<file path="config.mk">
export PLATFORM = sky130hd
export DESIGN_NAME = player2_ctl
export DESIGN_NICKNAME = d
export VERILOG_FILES = /design/src/rtl/state_pkg.sv /design/src/rtl/vga_pkg.sv /design/src/rtl/player2_frame_tick.sv /design/src/rtl/player2_ctl.sv
export SDC_FILE = /design/constraint.sdc
export NUM_CORES = 1
export LEC_CHECK = 0
export CAP_MARGIN = 15
export CORE_MARGIN = 10
export CORE_UTILIZATION = 60
export DETAILED_ROUTE_END_ITERATION = 6
export PLACE_DENSITY_LB_ADDON = 0.1
export SLEW_MARGIN = 0
export SYNTH_ARGS = -nofsm -noshare
export SYNTH_HDL_FRONTEND = slang
export SYNTH_HIERARCHICAL = 1
export SYNTH_SLANG_ARGS = --single-unit
</file>
<file path="constraint.sdc">
create_clock -name clk -period 10.67 [get_ports clk]
set_input_delay 2.134 -clock clk [delete_from_list [all_inputs] [get_ports clk]]
set_output_delay 2.134 -clock clk [all_outputs]
set_load 0.02 [all_outputs]
</file>
<file path="src/rtl/state_pkg.sv">
// Shared pose and jump-phase types for the player-2 motion/animation path.
package state_pkg;

    typedef enum logic [2:0] {
        IDLE   = 3'd0,
        LEFT1  = 3'd1,
        LEFT2  = 3'd2,
        RIGHT1 = 3'd3,
        RIGHT2 = 3'd4
    } State;

    typedef enum logic {
        GROUND = 1'b0,
        AIR    = 1'b1
    } jump_t;

endpackage

</file>
<file path="src/rtl/vga_pkg.sv">
// Screen geometry shared by the video pipeline; sprite limits derive from it.
package vga_pkg;

    localparam int H_PIXELS      = 800;
    localparam int V_PIXELS      = 600;
    localparam int SPRITE_W      = 40;
    localparam int X_MAX_DEFAULT = H_PIXELS - SPRITE_W;

endpackage

</file>
<file path="src/rtl/player2_frame_tick.sv">
// Registers vblnk and emits a one-cycle tick on its rising edge (one tick per frame).
module player2_frame_tick (
    input  logic clk,
    input  logic rst,
    input  logic vblnk,
    output logic tick
);

    logic vblnk_r;
    logic vblnk_d;

    always_ff @(posedge clk) begin
        if (rst) begin
            vblnk_r <= 1'b0;
            vblnk_d <= 1'b0;
        end else begin
            vblnk_r <= vblnk;
            vblnk_d <= vblnk_r;
        end
    end

    assign tick = vblnk_r & ~vblnk_d;

endmodule

</file>
<file path="src/rtl/player2_ctl.sv">
// Player-2 motion controller: button sync, horizontal move with clamps, jump FSM
// and walk animation, all advanced once per frame tick.
module player2_ctl
    import state_pkg::*;
#(
    parameter int X_INIT      = 400,
    parameter int X_MIN       = 0,
    parameter int X_MAX       = vga_pkg::X_MAX_DEFAULT,
    parameter int Y_GROUND    = 100,
    parameter int SPEED       = 4,
    parameter int JUMP_V      = 12,
    parameter int GRAVITY     = 1,
    parameter int ANIM_FRAMES = 8
) (
    input  logic        clk,
    input  logic        rst,
    input  logic        vblnk,
    input  logic        btn_left,
    input  logic        btn_right,
    input  logic        btn_jump,
    output logic [11:0] xpos_player2,
    output logic [11:0] ypos_player2,
    output State        state,
    output jump_t       jump_state
);

    localparam int CW = (ANIM_FRAMES > 2) ? $clog2(ANIM_FRAMES) : 1;
    localparam logic [CW-1:0]      ANIM_LAST = CW'(ANIM_FRAMES - 1);
    localparam logic signed [12:0] X_MIN_S   = 13'(X_MIN);
    localparam logic signed [12:0] X_MAX_S   = 13'(X_MAX);
    localparam logic signed [12:0] SPEED_S   = 13'(SPEED);
    localparam logic signed [12:0] Y_GND_S   = 13'(Y_GROUND);
    localparam logic signed [7:0]  JUMP_V_S  = 8'(JUMP_V);
    localparam logic signed [8:0]  GRAV_S    = 9'(GRAVITY);
    localparam logic signed [8:0]  VY_FLOOR  = -9'sd127;

    logic tick;

    player2_frame_tick u_frame_tick (
        .clk   (clk),
        .rst   (rst),
        .vblnk (vblnk),
        .tick  (tick)
    );

    // Buttons are asynchronous: two flops each, bit order {jump, right, left}.
    logic [2:0] sync1, sync2;
    logic left, right, jump;

    assign left  = sync2[0];
    assign right = sync2[1];
    assign jump  = sync2[2];

    logic [11:0]       x_q, x_d, y_q, y_d;
    logic signed [7:0] vy_q, vy_d;
    jump_t             jump_q, jump_d;
    logic              jump_prev_q, jump_prev_d;
    State              state_q, state_d;
    logic [CW-1:0]     cnt_q, cnt_d;

    always_ff @(posedge clk) begin
        if (rst) begin
            sync1       <= '0;
            sync2       <= '0;
            x_q         <= 12'(X_INIT);
            y_q         <= 12'(Y_GROUND);
            vy_q        <= '0;
            jump_q      <= GROUND;
            jump_prev_q <= 1'b0;
            state_q     <= IDLE;
            cnt_q       <= '0;
        end else begin
            sync1       <= {btn_jump, btn_right, btn_left};
            sync2       <= sync1;
            x_q         <= x_d;
            y_q         <= y_d;
            vy_q        <= vy_d;
            jump_q      <= jump_d;
            jump_prev_q <= jump_prev_d;
            state_q     <= state_d;
            cnt_q       <= cnt_d;
        end
    end

    // Horizontal: 13-bit signed so stepping past either screen edge clamps instead of wrapping.
    logic signed [12:0] xs, xn;

    always_comb begin
        x_d = x_q;
        xs  = $signed({1'b0, x_q});
        xn  = xs;
        if (tick) begin
            if (left && !right) begin
                xn = xs - SPEED_S;
                if (xn < X_MIN_S) xn = X_MIN_S;
            end else if (right && !left) begin
                xn = xs + SPEED_S;
                if (xn > X_MAX_S) xn = X_MAX_S;
            end
            x_d = xn[11:0];
        end
    end

    // Jump FSM: the launch tick already applies the first vertical step.
    logic               launch;
    logic signed [7:0]  vy_cur;
    logic signed [8:0]  vy_sub;
    logic signed [12:0] ny;

    always_comb begin
        jump_d      = jump_q;
        y_d         = y_q;
        vy_d        = vy_q;
        jump_prev_d = jump_prev_q;
        launch      = 1'b0;
        vy_cur      = vy_q;
        vy_sub      = '0;
        ny          = '0;
        if (tick) begin
            jump_prev_d = jump;
            launch      = (jump_q == GROUND) && jump && !jump_prev_q;
            if (jump_q == AIR || launch) begin
                vy_cur = launch ? JUMP_V_S : vy_q;
                ny     = $signed({1'b0, y_q}) - {{5{vy_cur[7]}}, vy_cur};
                vy_sub = {vy_cur[7], vy_cur} - GRAV_S;
                if (vy_sub < VY_FLOOR) vy_sub = VY_FLOOR;
                vy_d   = vy_sub[7:0];
                jump_d = AIR;
                if (ny >= Y_GND_S) begin
                    y_d    = 12'(Y_GROUND);
                    vy_d   = '0;
                    jump_d = GROUND;
                end else if (ny < 13'sd0) begin
                    y_d  = '0;
                    vy_d = '0;
                end else begin
                    y_d = ny[11:0];
                end
            end
        end
    end

    // Pose: a fresh direction starts at phase 1; the counter then flips phases every ANIM_FRAMES ticks.
    State d1, d2;

    always_comb begin
        state_d = state_q;
        cnt_d   = cnt_q;
        d1      = left ? LEFT1 : RIGHT1;
        d2      = left ? LEFT2 : RIGHT2;
        if (tick) begin
            if (left ^ right) begin
                if (state_q != d1 && state_q != d2) begin
                    state_d = d1;
                    cnt_d   = '0;
                end else if (cnt_q == ANIM_LAST) begin
                    cnt_d   = '0;
                    state_d = (state_q == d1) ? d2 : d1;
                end else begin
                    cnt_d = cnt_q + 1'b1;
                end
            end else begin
                state_d = IDLE;
                cnt_d   = '0;
            end
        end
    end

    assign xpos_player2 = x_q;
    assign ypos_player2 = y_q;
    assign state        = state_q;
    assign jump_state   = jump_q;

endmodule

</file>
==> flow_summary.ini <==
[outcome]
status = finished, final reports clean

[worst_setup_path]
cp.required_ps = 10870
crit_fanout = 14
crit_path_end_kind = register
path_cells = or3b_4, nand2_1, inv_1, ha_1, inv_1, fa_1, a21boi_0, o31ai_1, a21boi_0, xnor2_1, a2111oi_4, nor4_4, o211ai_1, a221o_1
cp_data_arrival_time_ps = 4500
cp_slowest_cell = nor4_4
crit_buf_inv = 2
path_delay_family = simple AND/OR/NAND/NOR gates
path_class = reg2reg
cp_slowest_stage_delay_ps = 780
start_kind = register

[global_routing]
grt_remaining_overflow = 0
grt_first_pass_wirelength_um = 14000
met1_usage_pct = 23.5
groute.usage.overall_pct = 18.1
grt_max_degree = 34
grt_busiest_layer = met2
antenna_found_initial = 0
grtUsageMet3_pct = 2.93
met2_usage_pct = 29.9
grt_pass1_vias = 3018

[clock_network]
cts_resized = 0
root_buffer = clkbuf_8
cts_buffers = 5
clock_latency_ps = 300
cts-htree-levels = 2
postCtsHoldBufs = 0
clk_pin_slew_worst_paths_ps = 90
postCtsSetupRepairBufs = 0
tritoncts = yes
cts_sinks = 46
clockBufferDepth = 2

[logic_synthesis]
synth-edff-count = 0
yosysTopAreaCellShare_pct = 26.2
yosys.area.top_type = dfxtp_1
ys.flop_type = dfxtp_1
netlist_area_mm2 = 0.00352
avgSynthCellArea_um2 = 7.71
synth.distinct_cells = 76
synth_seq_cells = 46
synth_seq_area_share_pct = 26.2
synthCells = 456
ys_warn_count = 6
synthTopCellsByArea = dfxtp_1 26%, ha_1 6.8%, nor2_1 5.2%
async_reset_ff_share_pct = 0

[placement]
portBuffers = 31
placed_area_mm2 = 0.00382
globalplace.congestion = 0.912
placedCellCount = 535
detailed_place_hpwl_um = 6210

[sta]
hold_viol = 0
min_period_over_period_pct = 40.3
fmax_mhz = 233
tns_ps = 0
final-setup-viol-count = 0
slew_headroom_pct = 43.0
report.final.slew_viol_count = 0
rsz0062_at_grt = false
finalCriticalPeriod_ps = 4300
worst_slew_pin_slew_ps = 849
finalClockSkew_ps = 5.40

[drt]
vias = 3374
dr.pass1.iters = 5
routed_wl_um = 8350
drc = 0
final_antenna_net_count = 0
avgViaCountPerCell = 6.21
drt_iter0_markers = 207
wl_per_cell_um = 15.4

[power]
ir_drop_mv = 0.0864
p_sw_share_pct = 29.1
p_leak_nw = 1.44
clkPwrFrac_pct = 32.3
p_int_mw = 0.242
p_seq_share_pct = 52.4
power_density_mw_per_mm2 = 87.2
p_sw_mw = 0.0993
power_frac_comb_pct = 15.3

[final_layout]
fill_cells = 486
finalNetCount = 496
instances_no_fill = 543
insertedDiodeCount = 0
layout-drive-gt1-share_pct = 5.73
final_area_mm2 = 0.00391
syn2layout_area_growth_pct = 11.2

[floorplan]
dieHeight_um = 96.6
start_util_pct = 62.7
row_count = 27
io_pins = 34
coreArea_mm2 = 0.00561
dieArea_mm2 = 0.00932
chipWidth_um = 96.6

[worst_hold_path]
min_path_type = reg2reg

[flow_run]
max-cap-violations = 0
==> power by group through the flow <==
stage	clock network (mW)	registers [mW]	logic, mW
global placement	0	0.182	0.0508
finish	0.110	0.179	0.0522
global route	0.119	0.179	0.0572
floorplan	0	0.182	0.0411
CTS	0.113	0.178	0.0519
detailed placement	0	0.182	0.0516
==> cell usage in the layout, fill, tap and decap left out, types with 5 or more instances in the layout <==
cell type / Yosys / final
a21oi_1: 31 / 31
o211ai_1: 5 / 5
dfxtp_1: 46 / 46
o21ai_1: 8 / 8
and2_1: 11 / 11
nand3_1: 15 / 15
mux2i_1: 9 / 9
nor2b_1: 17 / 17
inv_1: 21 / 21
ha_1: 19 / 19
nor2_1: 49 / 49
clkdlybuf4s50_1: 0 / 31
nor3_1: 11 / 11
clkbuf_8: 0 / 5
o31ai_1: 5 / 5
o21ai_0: 18 / 18
xnor2_1: 10 / 10
nand4_1: 6 / 6
nand2b_1: 7 / 7
or3_1: 7 / 7
nand2_1: 43 / 43
==> routing by layer <==
metal  vias to the layer above  part of all wire (%)
met3                         5                   6.2
met4                         0                  0.78
met1                      1584                    44
met2                       105                    49
met5                         -                     0
li1                       1680                     -
==> cell type report <==
| type | count | area (um^2) | area share, % |
|---|---|---|---|
| clock inverters | 3 | 21.3 | 0.544 |
| multi-input cells | 362 | 2400 | 61.3 |
| inverters | 21 | 78.8 | 2.02 |
| repair buffers | 34 | 333 | 8.51 |
| flip-flops and latches | 46 | 921 | 23.6 |
| clock buffers | 5 | 68.8 | 1.76 |
| well taps | 72 | 90.1 | 2.30 |
==> kinds of logic (layout without fill, tap and decap cells) <==
logic type               Yosys count  count (layout)  share of synthesized area, %
AND/OR/NAND/NOR                  194             194                          28.9
AO/OA/AOI/OAI                    124             124                          25.9
buffers and inverters             49              63                          5.73
flip-flops                        46              46                          26.2
adder cells (fa/ha/maj)           20              20                          7.33
XOR/XNOR                          12              12                          2.99
multiplexers                      10              10                          2.88
other                              1               2                         0.107
==> metrics by stage <==
| step | power (mW) | util, % | setup slack, ps | hold slack [ps] |
|---|---|---|---|---|
| finish | 0.341 | 69.7 | 6370 | 458 |
| detailed placement | 0.234 | 68.1 | 6440 | 434 |
| global placement | 0.233 | 68.1 | 6620 | 418 |
| floorplan | 0.223 | - | 6950 | 414 |
| global route | 0.355 | 69.7 | 5960 | 469 |
| CTS | 0.344 | 69.7 | 6420 | 460 |
==> synthesized netlist by cell type, types with 10 or more instances <==
cell,instances
o21ai_0,18
nand2_1,43
and2_1,11
clkbuf_1,22
nand3_1,15
a21oi_1,31
nor3_1,11
nor2b_1,17
xnor2_1,10
dfxtp_1,46
nor2_1,49
ha_1,19
inv_1,21
==> path summary, 6_finish.rpt <==
path         slack, ps       start  cells past startpoint               to
min                460    sync1[0]                      1         sync2[0]
max reg2reg       6370  jump_state                     14  ypos_player2[5]
max               6370  jump_state                     14  ypos_player2[5]
min reg2reg        460    sync1[0]                      1         sync2[0]
==> flip-flops by register name, indices dropped and copies added, names as in the netlist <==
signal and count:
cnt_q 3, u_frame_tick/vblnk_d 1, jump_state 1, jump_prev_q 1, sync1 3, vy_q 8, xpos_player2 10, u_frame_tick/vblnk_r 1
state 3, ypos_player2 12, sync2 3
Power figures use the tool's default switching activity.
